<file path="config.mk">
export PLATFORM = sky130hd
export DESIGN_NAME = datapath_gauss3
export DESIGN_NICKNAME = d
export VERILOG_FILES = /design/src/rtl/datapath_pkg.sv /design/src/rtl/datapath_gauss3_linebuf.sv /design/src/rtl/datapath_gauss3.sv
export SDC_FILE = /design/constraint.sdc
export NUM_CORES = 1
export LEC_CHECK = 0
export CORE_ASPECT_RATIO = 1.75
export CORE_MARGIN = 5
export CORE_UTILIZATION = 56
export CTS_BUF_LIST = sky130_fd_sc_hd__clkbuf_8
export DETAILED_ROUTE_END_ITERATION = 10
export HOLD_SLACK_MARGIN = 0.02
export PLACE_DENSITY = 0.73
export SETUP_SLACK_MARGIN = 0.05
export SYNTH_ARGS = -nofsm -noshare
export SYNTH_HDL_FRONTEND = slang
export SYNTH_HIERARCHICAL = 1
export SYNTH_SLANG_ARGS = --single-unit
</file>
<file path="constraint.sdc">
create_clock -name i_clk -period 9.38 [get_ports i_clk]
set_clock_uncertainty 0.15 [all_clocks]
set_input_delay 0.938 -clock i_clk [delete_from_list [all_inputs] [get_ports i_clk]]
set_output_delay 0.938 -clock i_clk [all_outputs]
set_load 0.005 [all_outputs]
</file>
<file path="src/rtl/datapath_pkg.sv">
// Shared definitions for the pixel datapath stages: widths, latency and
// the binomial kernel arithmetic used by the 3x3 Gaussian smoother.
package datapath_pkg;

  localparam int PIX_W          = 8;
  localparam int GAUSS3_LATENCY = 3;

  // Kernel [1 2 1] per axis: outer taps weight 1, middle tap weight 2.
  localparam int OUTER_SHIFT = 0;
  localparam int MID_SHIFT   = 1;
  // Total kernel weight is 16, so the final sum is normalised by >> 4.
  localparam int NORM_SHIFT  = 4;

  localparam int VSUM_W = 10;
  localparam int HSUM_W = 12;

  typedef logic [PIX_W-1:0]  pixel_t;
  typedef logic [VSUM_W-1:0] vsum_t;
  typedef logic [HSUM_W-1:0] hsum_t;

  // Vertical 1-2-1 sum of three pixels; max 4*255 = 1020 fits in 10 bits.
  function automatic vsum_t weigh3_v(input pixel_t a, input pixel_t b, input pixel_t c);
    vsum_t ea, eb, ec;
    ea = vsum_t'(a) << OUTER_SHIFT;
    eb = vsum_t'(b) << MID_SHIFT;
    ec = vsum_t'(c) << OUTER_SHIFT;
    return ea + eb + ec;
  endfunction

  // Horizontal 1-2-1 sum of three vertical sums, normalised by 16 with
  // truncation; max 4080 >> 4 = 255 so the result never overflows a pixel.
  function automatic pixel_t weigh3_h_norm(input vsum_t a, input vsum_t b, input vsum_t c);
    hsum_t ea, eb, ec, sum;
    ea  = hsum_t'(a) << OUTER_SHIFT;
    eb  = hsum_t'(b) << MID_SHIFT;
    ec  = hsum_t'(c) << OUTER_SHIFT;
    sum = ea + eb + ec;
    return pixel_t'(sum >> NORM_SHIFT);
  endfunction

endpackage

</file>
<file path="src/rtl/datapath_gauss3_linebuf.sv">
// One image row of pixel storage. The read port is combinational, so the
// value seen on the write cycle is the old contents (read-before-write).
module datapath_gauss3_linebuf
  import datapath_pkg::*;
#(
  parameter int C_DEPTH = 8,
  localparam int AW = $clog2(C_DEPTH)
) (
  input  logic          i_clk,
  input  logic          en,
  input  logic [AW-1:0] addr,
  input  pixel_t        wr_data,
  output pixel_t        rd_data
);

  pixel_t mem [C_DEPTH];

  assign rd_data = mem[addr];

  // Write the new pixel into the current column slot when enabled.
  always_ff @(posedge i_clk) begin
    if (en) mem[addr] <= wr_data;
  end

endmodule

</file>
<file path="src/rtl/datapath_gauss3.sv">
// Streaming 3x3 Gaussian smoother ([1 2 1; 2 4 2; 1 2 1]/16) for an 8-bit
// gray pixel stream. Three-stage pipeline that freezes entirely on busy_in;
// outputs whose window runs off the top or left edge are forced to zero.
module datapath_gauss3
  import datapath_pkg::*;
#(
  parameter int C_ROW_SIZE = 8
) (
  input  logic   i_clk,
  input  logic   i_rst,
  input  pixel_t data_in,
  input  logic   valid_in,
  input  logic   sof_in,
  output logic   busy_out,
  output pixel_t data_out,
  output logic   valid_out,
  output logic   sof_out,
  input  logic   busy_in
);

  localparam int COL_W = $clog2(C_ROW_SIZE);

  logic             advance;
  logic             accept;
  logic [COL_W-1:0] col_cnt, col_eff, col_next;
  logic [1:0]       row_cnt, row_eff, row_next;
  logic             win_incomplete;

  pixel_t mid_rd, top_rd;

  logic   s1_valid, s1_sof, s1_mask;
  pixel_t s1_pix, s1_top, s1_mid;

  logic   s2_valid, s2_sof, s2_mask;
  vsum_t  vsum, v0, v1, v2;
  pixel_t h_norm;

  assign busy_out = busy_in;
  assign advance  = ~busy_in;
  assign accept   = valid_in & ~busy_in;

  // Position of the incoming pixel (sof forces 0,0) and the following position.
  always_comb begin
    col_eff  = sof_in ? '0 : col_cnt;
    row_eff  = sof_in ? '0 : row_cnt;
    col_next = col_eff + COL_W'(1);
    row_next = row_eff;
    if (col_eff == COL_W'(C_ROW_SIZE - 1)) begin
      col_next = '0;
      if (row_eff != 2'd2) row_next = row_eff + 2'd1;
    end
    win_incomplete = (row_eff < 2'd2) || (col_eff < COL_W'(2));
  end

  // Row 0 buffer holds the previous row, row 1 buffer the one before that.
  datapath_gauss3_linebuf #(.C_DEPTH(C_ROW_SIZE)) u_lb0 (
    .i_clk   (i_clk),
    .en      (accept),
    .addr    (col_eff),
    .wr_data (data_in),
    .rd_data (mid_rd)
  );

  datapath_gauss3_linebuf #(.C_DEPTH(C_ROW_SIZE)) u_lb1 (
    .i_clk   (i_clk),
    .en      (accept),
    .addr    (col_eff),
    .wr_data (mid_rd),
    .rd_data (top_rd)
  );

  // Column/row position tracking; row saturates at 2 since only "<2" matters.
  always_ff @(posedge i_clk) begin
    if (!i_rst) begin
      col_cnt <= '0;
      row_cnt <= '0;
    end else if (accept) begin
      col_cnt <= col_next;
      row_cnt <= row_next;
    end
  end

  // Stage 1 control: valid/sof qualifiers, bubbles pass when not stalled.
  always_ff @(posedge i_clk) begin
    if (!i_rst) begin
      s1_valid <= 1'b0;
      s1_sof   <= 1'b0;
    end else if (advance) begin
      s1_valid <= valid_in;
      s1_sof   <= valid_in & sof_in;
    end
  end

  // Stage 1 data: the three vertical taps and the border mask for this pixel.
  always_ff @(posedge i_clk) begin
    if (accept) begin
      s1_pix  <= data_in;
      s1_top  <= top_rd;
      s1_mid  <= mid_rd;
      s1_mask <= win_incomplete;
    end
  end

  assign vsum = weigh3_v(s1_top, s1_mid, s1_pix);

  // Stage 2 control: pass valid/sof down the pipeline.
  always_ff @(posedge i_clk) begin
    if (!i_rst) begin
      s2_valid <= 1'b0;
      s2_sof   <= 1'b0;
    end else if (advance) begin
      s2_valid <= s1_valid;
      s2_sof   <= s1_sof;
    end
  end

  // Stage 2 data: horizontal window of vertical sums, shifted only by real pixels.
  always_ff @(posedge i_clk) begin
    if (advance && s1_valid) begin
      s2_mask <= s1_mask;
      v0      <= vsum;
      v1      <= v0;
      v2      <= v1;
    end
  end

  assign h_norm = weigh3_h_norm(v2, v1, v0);

  // Stage 3: apply the border mask and register the result.
  always_ff @(posedge i_clk) begin
    if (!i_rst) begin
      data_out  <= '0;
      valid_out <= 1'b0;
      sof_out   <= 1'b0;
    end else if (advance) begin
      valid_out <= s2_valid;
      sof_out   <= s2_sof;
      data_out  <= (s2_valid && !s2_mask) ? h_norm : '0;
    end
  end

endmodule
</file>
==> results of run 1 <==
## registers in the layout (all words and copies together) (netlist names)
register   count
col_cnt        3
data_out       8
row_cnt        2
s1_mask        1
s1_mid         8
s1_pix         8
s1_sof         1
s1_top         8
s1_valid       1
s2_mask        1
s2_sof         1
s2_valid       1
sof_out        1
u_lb0/mem     64
u_lb1/mem     64
v0            10
v1            10
v2            10
valid_out      1
## cell usage after synthesis, types with 3 or more instances
master | count | area [um2]
o211a_1 | 3 | 30.0
clkbuf_1 | 7 | 26.3
mux4_1 | 8 | 210
buf_2 | 6 | 30.0
nand2_1 | 13 | 48.8
mux4_2 | 16 | 360
a21boi_0 | 3 | 22.5
mux2_2 | 4 | 45.0
fa_1 | 17 | 340
nand3b_1 | 3 | 22.5
a21o_1 | 3 | 22.5
a32o_1 | 3 | 30.0
a22oi_1 | 5 | 37.5
mux2i_1 | 8 | 80.1
nand3_1 | 4 | 20.0
edfxtp_1 | 184 | 5530
xnor2_1 | 5 | 43.8
dfxtp_1 | 19 | 380
a21oi_1 | 10 | 50.1
o21ai_0 | 9 | 45.0
nand2b_1 | 7 | 43.8
nor3_1 | 4 | 20.0
nor2b_1 | 15 | 93.8
ha_1 | 21 | 263
nor2_1 | 21 | 78.8
inv_1 | 18 | 67.6
mux2_4 | 12 | 180
a22o_1 | 4 | 35.0
xor2_1 | 3 | 26.3
## final cells by class
cell class | instances | area [um2] | share of cell area
inverters | 18 | 67.6 | 0.00711
clock buffers | 31 | 427 | 0.0449
repair buffers | 29 | 275 | 0.0290
multi-input cells | 236 | 2470 | 0.260
clock inverters | 23 | 125 | 0.0132
well taps | 183 | 229 | 0.0241
flip-flops and latches | 203 | 5910 | 0.622
## critical path, cell delays in order
cell,delay [ns]
clkdlybuf4s50_1,0.66
nor2b_4,0.19
buf_4,0.41
nand2b_1,0.19
nor3_1,1.06
## metal layers
layer,share of wire,vias to the layer above,wire (um)
li1,-,1948,-
met1,0.34,2153,5280
met2,0.59,103,8990
met3,0.038,30,576
met4,0.031,0,468
met5,0,-,0
## metrics by stage
step	hold WS [ns]	instances	utilization	area (um2)	setup WS, ns
final	0.275	723	0.637	9500	5.88
after global routing	0.283	723	0.637	9500	5.72
after CTS	0.278	723	0.637	9500	5.92
after detailed placement	0.264	669	0.600	8950	5.34
after global placement	0.255	669	0.600	8950	5.37
after floorplan	0.250	477	-	8550	5.64
## worst max path at each step
stage            start              end  slack, ns
4_1_cts        busy_in  u_lb1/mem[4][6]       5.92
5_1_grt         sof_in  u_lb1/mem[4][6]       5.72
3_3_place_gp   busy_in  u_lb0/mem[0][1]       5.37
3_5_place_dp   busy_in  u_lb1/mem[4][4]       5.34
2_1_floorplan  busy_in  u_lb0/mem[4][0]       5.64
6_report       busy_in  u_lb1/mem[0][4]       5.88
## power groups by stage
| stage | clock network [mW] | registers [mW] | logic, mW |
|---|---|---|---|
| 2_1_floorplan | 0 | 1.03 | 0.0939 |
| 3_3_place_gp | 0 | 1.03 | 0.124 |
| 3_5_place_dp | 0 | 1.04 | 0.131 |
| 4_1_cts | 0.666 | 1.02 | 0.132 |
| 5_1_grt | 0.712 | 1.02 | 0.144 |
| 6_report | 0.645 | 1.02 | 0.130 |
## cell families after synthesis
group                    count (synthesis)
AND/OR/NAND/NOR                         79
AO/OA/AOI/OAI                           61
flip-flops                             203
XOR/XNOR                                 8
adder cells (fa/ha/maj)                 38
multiplexers                            50
buffers and inverters                   38
==> flow_summary.json, run 1 <==
{
  "placement_rows": 59,
  "synth_top_family_by_area": "multiplexers",
  "synth_xor_xnor_area_share": 0.00820,
  "max-clock-path-buffers": 3,
  "area_growth_pct": 11.1,
  "synth-edff-count": 184,
  "fin_tns_setup_ns": 0,
  "min_path_type": "register to register",
  "irDropWorstVdd_mv": 0.142,
  "rr_startpoint": "s1_pix[1]",
  "cts.sink_count": 203,
  "critical_path_class": "input port to register",
  "cts-resized-gates": 0,
  "p_int_mw": 1.40,
  "gr-usage-met1": 0.192,
  "port_buffers": 23,
  "post_drt_wl_per_cell_um": 21.2,
  "synth-seq-cells": 203,
  "final_net_count": 568,
  "commonest_non_fill_non_tap_cell_in_the_layout": "edfxtp_1",
  "synth_compound_area_frac": 0.0533,
  "diodes": 0,
  "synth_fa_ha_area_frac": 0.0706,
  "die_w_um": 103,
  "final_layout_size_suffix_gt1_frac": 0.159,
  "cts_root_buffer": "clkbuf_8",
  "fmaxAchievable_ghz": 0.286,
  "final-hold-violation-count": 0,
  "global_route.overflow_total": 0,
  "hold_path_end": "s2_mask",
  "clock_tree_from_tritoncts": "done",
  "route.detailed.vias_per_inst": 5.86,
  "status": "complete, no violations",
  "cts.htree.levels": 1,
  "max-slew-margin-rel": 0.0906,
  "post-layout-total-power_mw": 1.79,
  "clkSlewWorstSetupHoldPaths_ns": 0.06,
  "gr-usage-met2": 0.338,
  "synthDistinctLibCells": 58,
  "register_area_share_after_synthesis": 0.691,
  "critPathRequiredTime_ns": 9.36,
  "grt_antenna_before_repair": 0,
  "most-common-layout-cells": "edfxtp_1, clkbuf_8, inv_1, clkdlybuf4s50_1",
  "finalSetupViolations": 0,
  "route.final.wire_length_mm": 15.3,
  "floorplan.die_area_um2": 17900,
  "netlist_instances": 477,
  "place_hpwl_mm": 10.6,
  "post-cts-setup-buffers": 0,
  "sequentialPowerShare": 0.567,
  "leading_register_cell_type_out_of_synthesis": "edfxtp_1",
  "post_synth_and_or_nand_nor_area_fraction": 0.0484,
  "time_the_worst_path_needs_with_i_o_delays_and_setup_ns": 3.50,
  "grt-busiest-layer": "met2",
  "r2r-end": "v0[7]",
  "grt_max_degree": 53,
  "layout.filler_cells": 1089,
  "rsz_0062_raised_after_global_routing": "false",
  "worstPathArrival_ns": 3.48,
  "synth_mux_area_frac": 0.105,
  "hold_depth": 0,
  "number_of_remaining_drc_errors": 0,
  "place.gp.congestion": 0.799,
  "worstSkewPairLatency_ns": 0.54,
  "hold_buffers": 0,
  "detailedRoute.firstPassIterationCount": 5,
  "antenna_left": 0,
  "initial_core_util": 0.573,
  "finalMaxSlewViolations": 0,
  "p_comb_frac": 0.073,
  "vias": 4234,
  "worstPathMaxFanout": 39,
  "ff2ff_setup_slack_ns": 6.41,
  "post_synthesis_net_count": 528,
  "pin_count": 24,
  "ff2ff_path_depth": 9,
  "drt_iter0_drc": 227,
  "cellPowerDensity_nw_per_um2": 189,
  "synth-async-reset-ratio": 0,
  "switching_share": 0.218,
  "syn-cell-area_um2": 8550,
  "synth_area_per_cell_um2": 17.9,
  "yosysWarningCount": 6,
  "wire_length_of_the_first_global_routing_pass_mm": 24.1,
  "end_kind": "register",
  "tritoncts.num_buffers": 29,
  "netSwitchingPower_mw": 0.391,
  "hold_path_startpoint": "s1_mask",
  "core_um2": 14900,
  "clockPowerShare": 0.360,
  "grtUsageTotal": 0.178,
  "layout_worst_path_cycle_share": 0.373,
  "max_cap_viol": 0,
  "timing_worst_slew_pin_value_ns": 1.35,
  "first_global_vias": 4571,
  "global_route.usage.met3": 0.0270,
  "die_h_um": 173,
  "leakagePower_nw": 3.27,
  "setup.worst_path.start_class": "input port"
}
Note: power is estimated with default switching activity, not from simulation.
==> run 2: changes to the inputs <==
- PLACE_DENSITY: 0.73 -> 0.76
- clock period: 9.38 -> 2.99 ns (I/O delays scaled with it)
==> flow_summary.json, run 2 (synthesis gave the netlist of run 1 again) <==
{
  "cts-resized-gates": 0,
  "worstPathArrival_ns": 2.97,
  "diodes": 0,
  "tritoncts.num_buffers": 30,
  "min_path_type": "register to register",
  "max-clock-path-buffers": 3,
  "clock_tree_from_tritoncts": "done",
  "wire_length_of_the_first_global_routing_pass_mm": 23.2,
  "initial_core_util": 0.573,
  "hold_buffers": 0,
  "postLayoutCoreUtil": 0.648,
  "final-hold-violation-count": 0,
  "floorplan.die_area_um2": 17900,
  "fmaxAchievable_ghz": 0.351,
  "global_route.overflow_total": 0,
  "die_w_um": 103,
  "port_buffers": 23,
  "chain_of_cells_forming_the_critical_path": "fa_1 -> ha_1 -> inv_1 -> fa_1 -> nor2b_1 -> o21ai_0 -> a21boi_0 -> o31ai_1 -> a21boi_0",
  "core_um2": 14900,
  "final_layout_size_suffix_gt1_frac": 0.191,
  "status": "complete, no violations",
  "cellPowerDensity_nw_per_um2": 578,
  "layout_worst_path_cycle_share": 0.953,
  "detailedRoute.firstPassIterationCount": 6,
  "finalSetupViolations": 0,
  "critical_path_class": "register to register",
  "grt_max_degree": 37,
  "first_global_vias": 4651,
  "placement_rows": 59,
  "place.gp.congestion": 0.786,
  "route.detailed.vias_per_inst": 5.71,
  "cts.sink_count": 203,
  "place_hpwl_mm": 10.4,
  "commonest_non_fill_non_tap_cell_in_the_layout": "edfxtp_1",
  "fin_tns_setup_ns": 0,
  "max_cap_viol": 0,
  "clkSlewWorstSetupHoldPaths_ns": 0.06,
  "global_route.usage.met3": 0.0306,
  "pin_count": 24,
  "cts_root_buffer": "clkbuf_8",
  "most-common-layout-cells": "edfxtp_1, clkbuf_8, buf_4, inv_1, clkdlybuf4s50_1",
  "timing.critical_path.slowest_stage_cell": "fa_1",
  "post_drt_wl_per_cell_um": 19.3,
  "worstPathMaxFanout": 3,
  "post-cts-setup-buffers": 0,
  "multi_input_comb_area_um2": 2470,
  "vias": 4239,
  "finalMaxSlewViolations": 0,
  "irDropWorstVdd_mv": 0.393,
  "end_kind": "register",
  "seq_area_um2": 5910,
  "drt_iter0_drc": 180,
  "critPathRequiredTime_ns": 3.11,
  "area_growth_pct": 13.0,
  "critical-path-top-delay-family": "adder cells",
  "rsz_0062_raised_after_global_routing": "false",
  "layout.filler_cells": 1017,
  "largest_registers": "u_lb0/mem: 64 flops, u_lb1/mem: 64 flops",
  "number_of_remaining_drc_errors": 0,
  "grtUsageTotal": 0.169,
  "antenna_left": 0,
  "setup.worst_path.start_class": "register",
  "time_the_worst_path_needs_with_i_o_delays_and_setup_ns": 2.85,
  "grt-busiest-layer": "met2",
  "timing_worst_slew_pin_value_ns": 0.887,
  "max-slew-margin-rel": 0.407,
  "die_h_um": 173,
  "leakagePower_nw": 3.38,
  "crit_path_max_incr_delay_ns": 0.56,
  "gr-usage-met2": 0.325,
  "route.final.wire_length_mm": 14.3,
  "gr-usage-met1": 0.168,
  "final_net_count": 591,
  "worstSkewPairLatency_ns": 0.53,
  "cts.htree.levels": 1,
  "cp.buffers_inverters": 1,
  "grt_antenna_before_repair": 0
}
-- run 2: report_power, final --
| part | internal, mW | switching [mW] | total, mW |
|---|---|---|---|
| Sequential | 3.17 | 0.0231 | 3.19 |
| Combinational | 0.189 | 0.214 | 0.404 |
| Clock | 1.04 | 0.955 | 1.99 |
| Total | 4.39 | 1.19 | 5.58 |
-- run 2: layer usage --
metal	routed length (um)	part of all wire	vias to the layer above
met3	538	0.038	30
met2	8550	0.60	94
li1	-	-	1991
met1	4780	0.33	2124
met5	0	0	-
met4	461	0.032	0
-- run 2: path summary, 6_finish.rpt --
kind	from	endpoint	slack (ns)	depth (start not counted)
worst max-delay path	s1_pix[1]	v0[7]	0.14	9
worst min-delay path	s1_mask	s2_mask	0.28	0
worst max register to register	s1_pix[1]	v0[7]	0.14	9
worst min register to register	s1_mask	s2_mask	0.28	0
-- run 2: final cells by class --
type                            instances  share of cell area
Sequential cell                       203               0.611
Timing Repair Buffer                   51              0.0469
Tap cell                              183              0.0237
Clock inverter                         20              0.0111
Multi-Input combinational cell        236               0.256
Inverter                               18             0.00700
Clock buffer                           31              0.0442
-- run 2: through the flow --
step,instance area [um2],setup WS (ns),cells,power [mW],hold slack [ns]
finish,9660,0.141,742,5.58,0.276
detailed placement,9120,0.117,691,3.65,0.263
floorplan,8550,0.371,477,3.54,0.248
CTS,9660,0.129,742,5.65,0.273
global route,9660,0.0531,742,5.83,0.279
global placement,9120,0.215,691,3.63,0.253
==> run 3: changes to the inputs <==
- CORE_UTILIZATION: 56 -> 40
- PLACE_DENSITY: 0.76 -> default
==> flow_summary.json, run 3 (synthesis gave the netlist of run 1 again) <==
{
  "status": "complete, no violations",
  "critical_path_class": "register to register",
  "largest_registers": "u_lb0/mem: 64 flops, u_lb1/mem: 64 flops",
  "place_inst": 767,
  "finalSetupViolations": 0,
  "placement.cell_area_um2": 9290,
  "sequentialPowerShare": 0.580,
  "hold_buffers": 0,
  "commonest_non_fill_non_tap_cell_in_the_layout": "edfxtp_1",
  "cellPowerDensity_nw_per_um2": 561,
  "area_growth_pct": 14.5,
  "clockPowerShare": 0.345,
  "tritoncts.num_buffers": 29,
  "max-clock-path-buffers": 3,
  "worstPathArrival_ns": 3.04,
  "place_hpwl_mm": 10.3,
  "most-common-layout-cells": "edfxtp_1, buf_4, clkbuf_8, inv_1, clkdlybuf4s50_1",
  "post_layout_nonfiller_instances": 819,
  "route.detailed.vias_per_inst": 5.24,
  "p_int_mw": 4.26,
  "ff2ff_path_depth": 7,
  "rsz_0062_raised_after_global_routing": "false",
  "hold_depth": 0,
  "die_h_um": 203,
  "route.final.wire_length_mm": 15.0,
  "cts_root_buffer": "clkbuf_8",
  "antenna_left": 0,
  "clkSlewWorstSetupHoldPaths_ns": 0.07,
  "core_um2": 21000,
  "floorplan.die_area_um2": 24500,
  "max_cap_viol": 0,
  "clock_tree_from_tritoncts": "done",
  "final-hold-violation-count": 0,
  "grt_max_degree": 36,
  "gr-usage-met1": 0.131,
  "layout.filler_cells": 1805,
  "worstPathMaxFanout": 5,
  "die_w_um": 121,
  "drt_iter0_drc": 214,
  "cts.htree.levels": 1,
  "worstSkewPairLatency_ns": 0.53,
  "p_comb_frac": 0.074,
  "netSwitchingPower_mw": 1.23,
  "finish.instance_area_um2": 9790,
  "leakagePower_nw": 3.40,
  "finalMaxSlewViolations": 0,
  "timing_worst_slew_pin_value_ns": 0.644,
  "end_kind": "register",
  "layout_worst_path_cycle_share": 0.924,
  "switching_share": 0.224,
  "grtUsageTotal": 0.125,
  "setup.worst_path.start_class": "register",
  "postLayoutCoreUtil": 0.466,
  "global_route.overflow_total": 0,
  "fin_tns_setup_ns": 0,
  "critPathRequiredTime_ns": 3.27,
  "grt-busiest-layer": "met2",
  "first_global_vias": 4610,
  "wire_length_of_the_first_global_routing_pass_mm": 24.0,
  "fmaxAchievable_ghz": 0.362,
  "min_path_type": "register to register",
  "post_drt_wl_per_cell_um": 18.3,
  "diodes": 0,
  "place.gp.congestion": 0.757,
  "max-slew-margin-rel": 0.569,
  "grt_antenna_before_repair": 0,
  "time_the_worst_path_needs_with_i_o_delays_and_setup_ns": 2.76,
  "vias": 4294,
  "detailedRoute.firstPassIterationCount": 4,
  "placement_rows": 70,
  "global_route.usage.met3": 0.0189,
  "port_buffers": 23,
  "initial_core_util": 0.407,
  "cts.sink_count": 203,
  "number_of_remaining_drc_errors": 0,
  "final_net_count": 597,
  "gr-usage-met2": 0.248,
  "irDropWorstVdd_mv": 0.370,
  "final_layout_size_suffix_gt1_frac": 0.198,
  "pin_count": 24
}
run 3: changes by cell type in the layout (fill, tap and decap cells not counted):
cell	change
a21boi_0	-1
a21boi_1	+1
buf_12	+2
buf_4	+5
bufinv_16	-1
clkbuf_8	-2
clkinv_1	+2
clkinv_2	-1
clkinvlp_4	+2
inv_1	+1
run 3: final timing paths:
| kind | start | to | slack (ns) |
|---|---|---|---|
| max | v0[5] | data_out[6] | 0.23 |
| min | s1_mask | s2_mask | 0.27 |
| max reg2reg | v0[5] | data_out[6] | 0.23 |
| min reg2reg | s1_mask | s2_mask | 0.27 |
run 3: what timing repair did:
action | in CTS | in global routing
endpoints found under the setup margin | 0 | 1
buffers inserted | 0 | 0
gates resized for setup | 0 | 1
run 3: power by group through the flow:
stage	sequential [mW]	clock [mW]	combinational [mW]
floorplan	3.24	0	0.294
global placement	3.25	0	0.397
detailed placement	3.25	0	0.411
CTS	3.19	1.97	0.413
global route	3.19	2.10	0.458
finish	3.19	1.90	0.408
run 3: layout make-up:
type	count	area [um2]	area share
clock inverter	23	98.8	0.0101
inverter	18	67.6	0.00690
tap	252	315	0.0322
clock buffer	29	399	0.0408
sequential	203	5910	0.604
multi-input combinational	236	2470	0.252
timing repair buffer	58	531	0.0542
run 3: stage by stage:
step                setup WS [ns]  total power, mW  hold WS, ns
finish                      0.228             5.49        0.266
global route                0.113             5.75        0.290
detailed placement          0.151             3.66        0.257
CTS                         0.146             5.57        0.266
global placement            0.198             3.64        0.254
floorplan                   0.371             3.54        0.248
run 3: worst max-delay path, cell delays in order, from the launching register on:
cell and delay, ns:
edfxtp_1 0.42, fa_1 0.49, ha_1 0.36, a21o_1 0.25
a221o_1 0.36, a221oi_2 0.33, xnor2_1 0.09, a22o_1 0.19
run 3: routing by layer:
metal,wire length [um],share of wire
met4,371,0.025
met2,8680,0.58
met1,5570,0.37
met5,0,0
met3,386,0.026
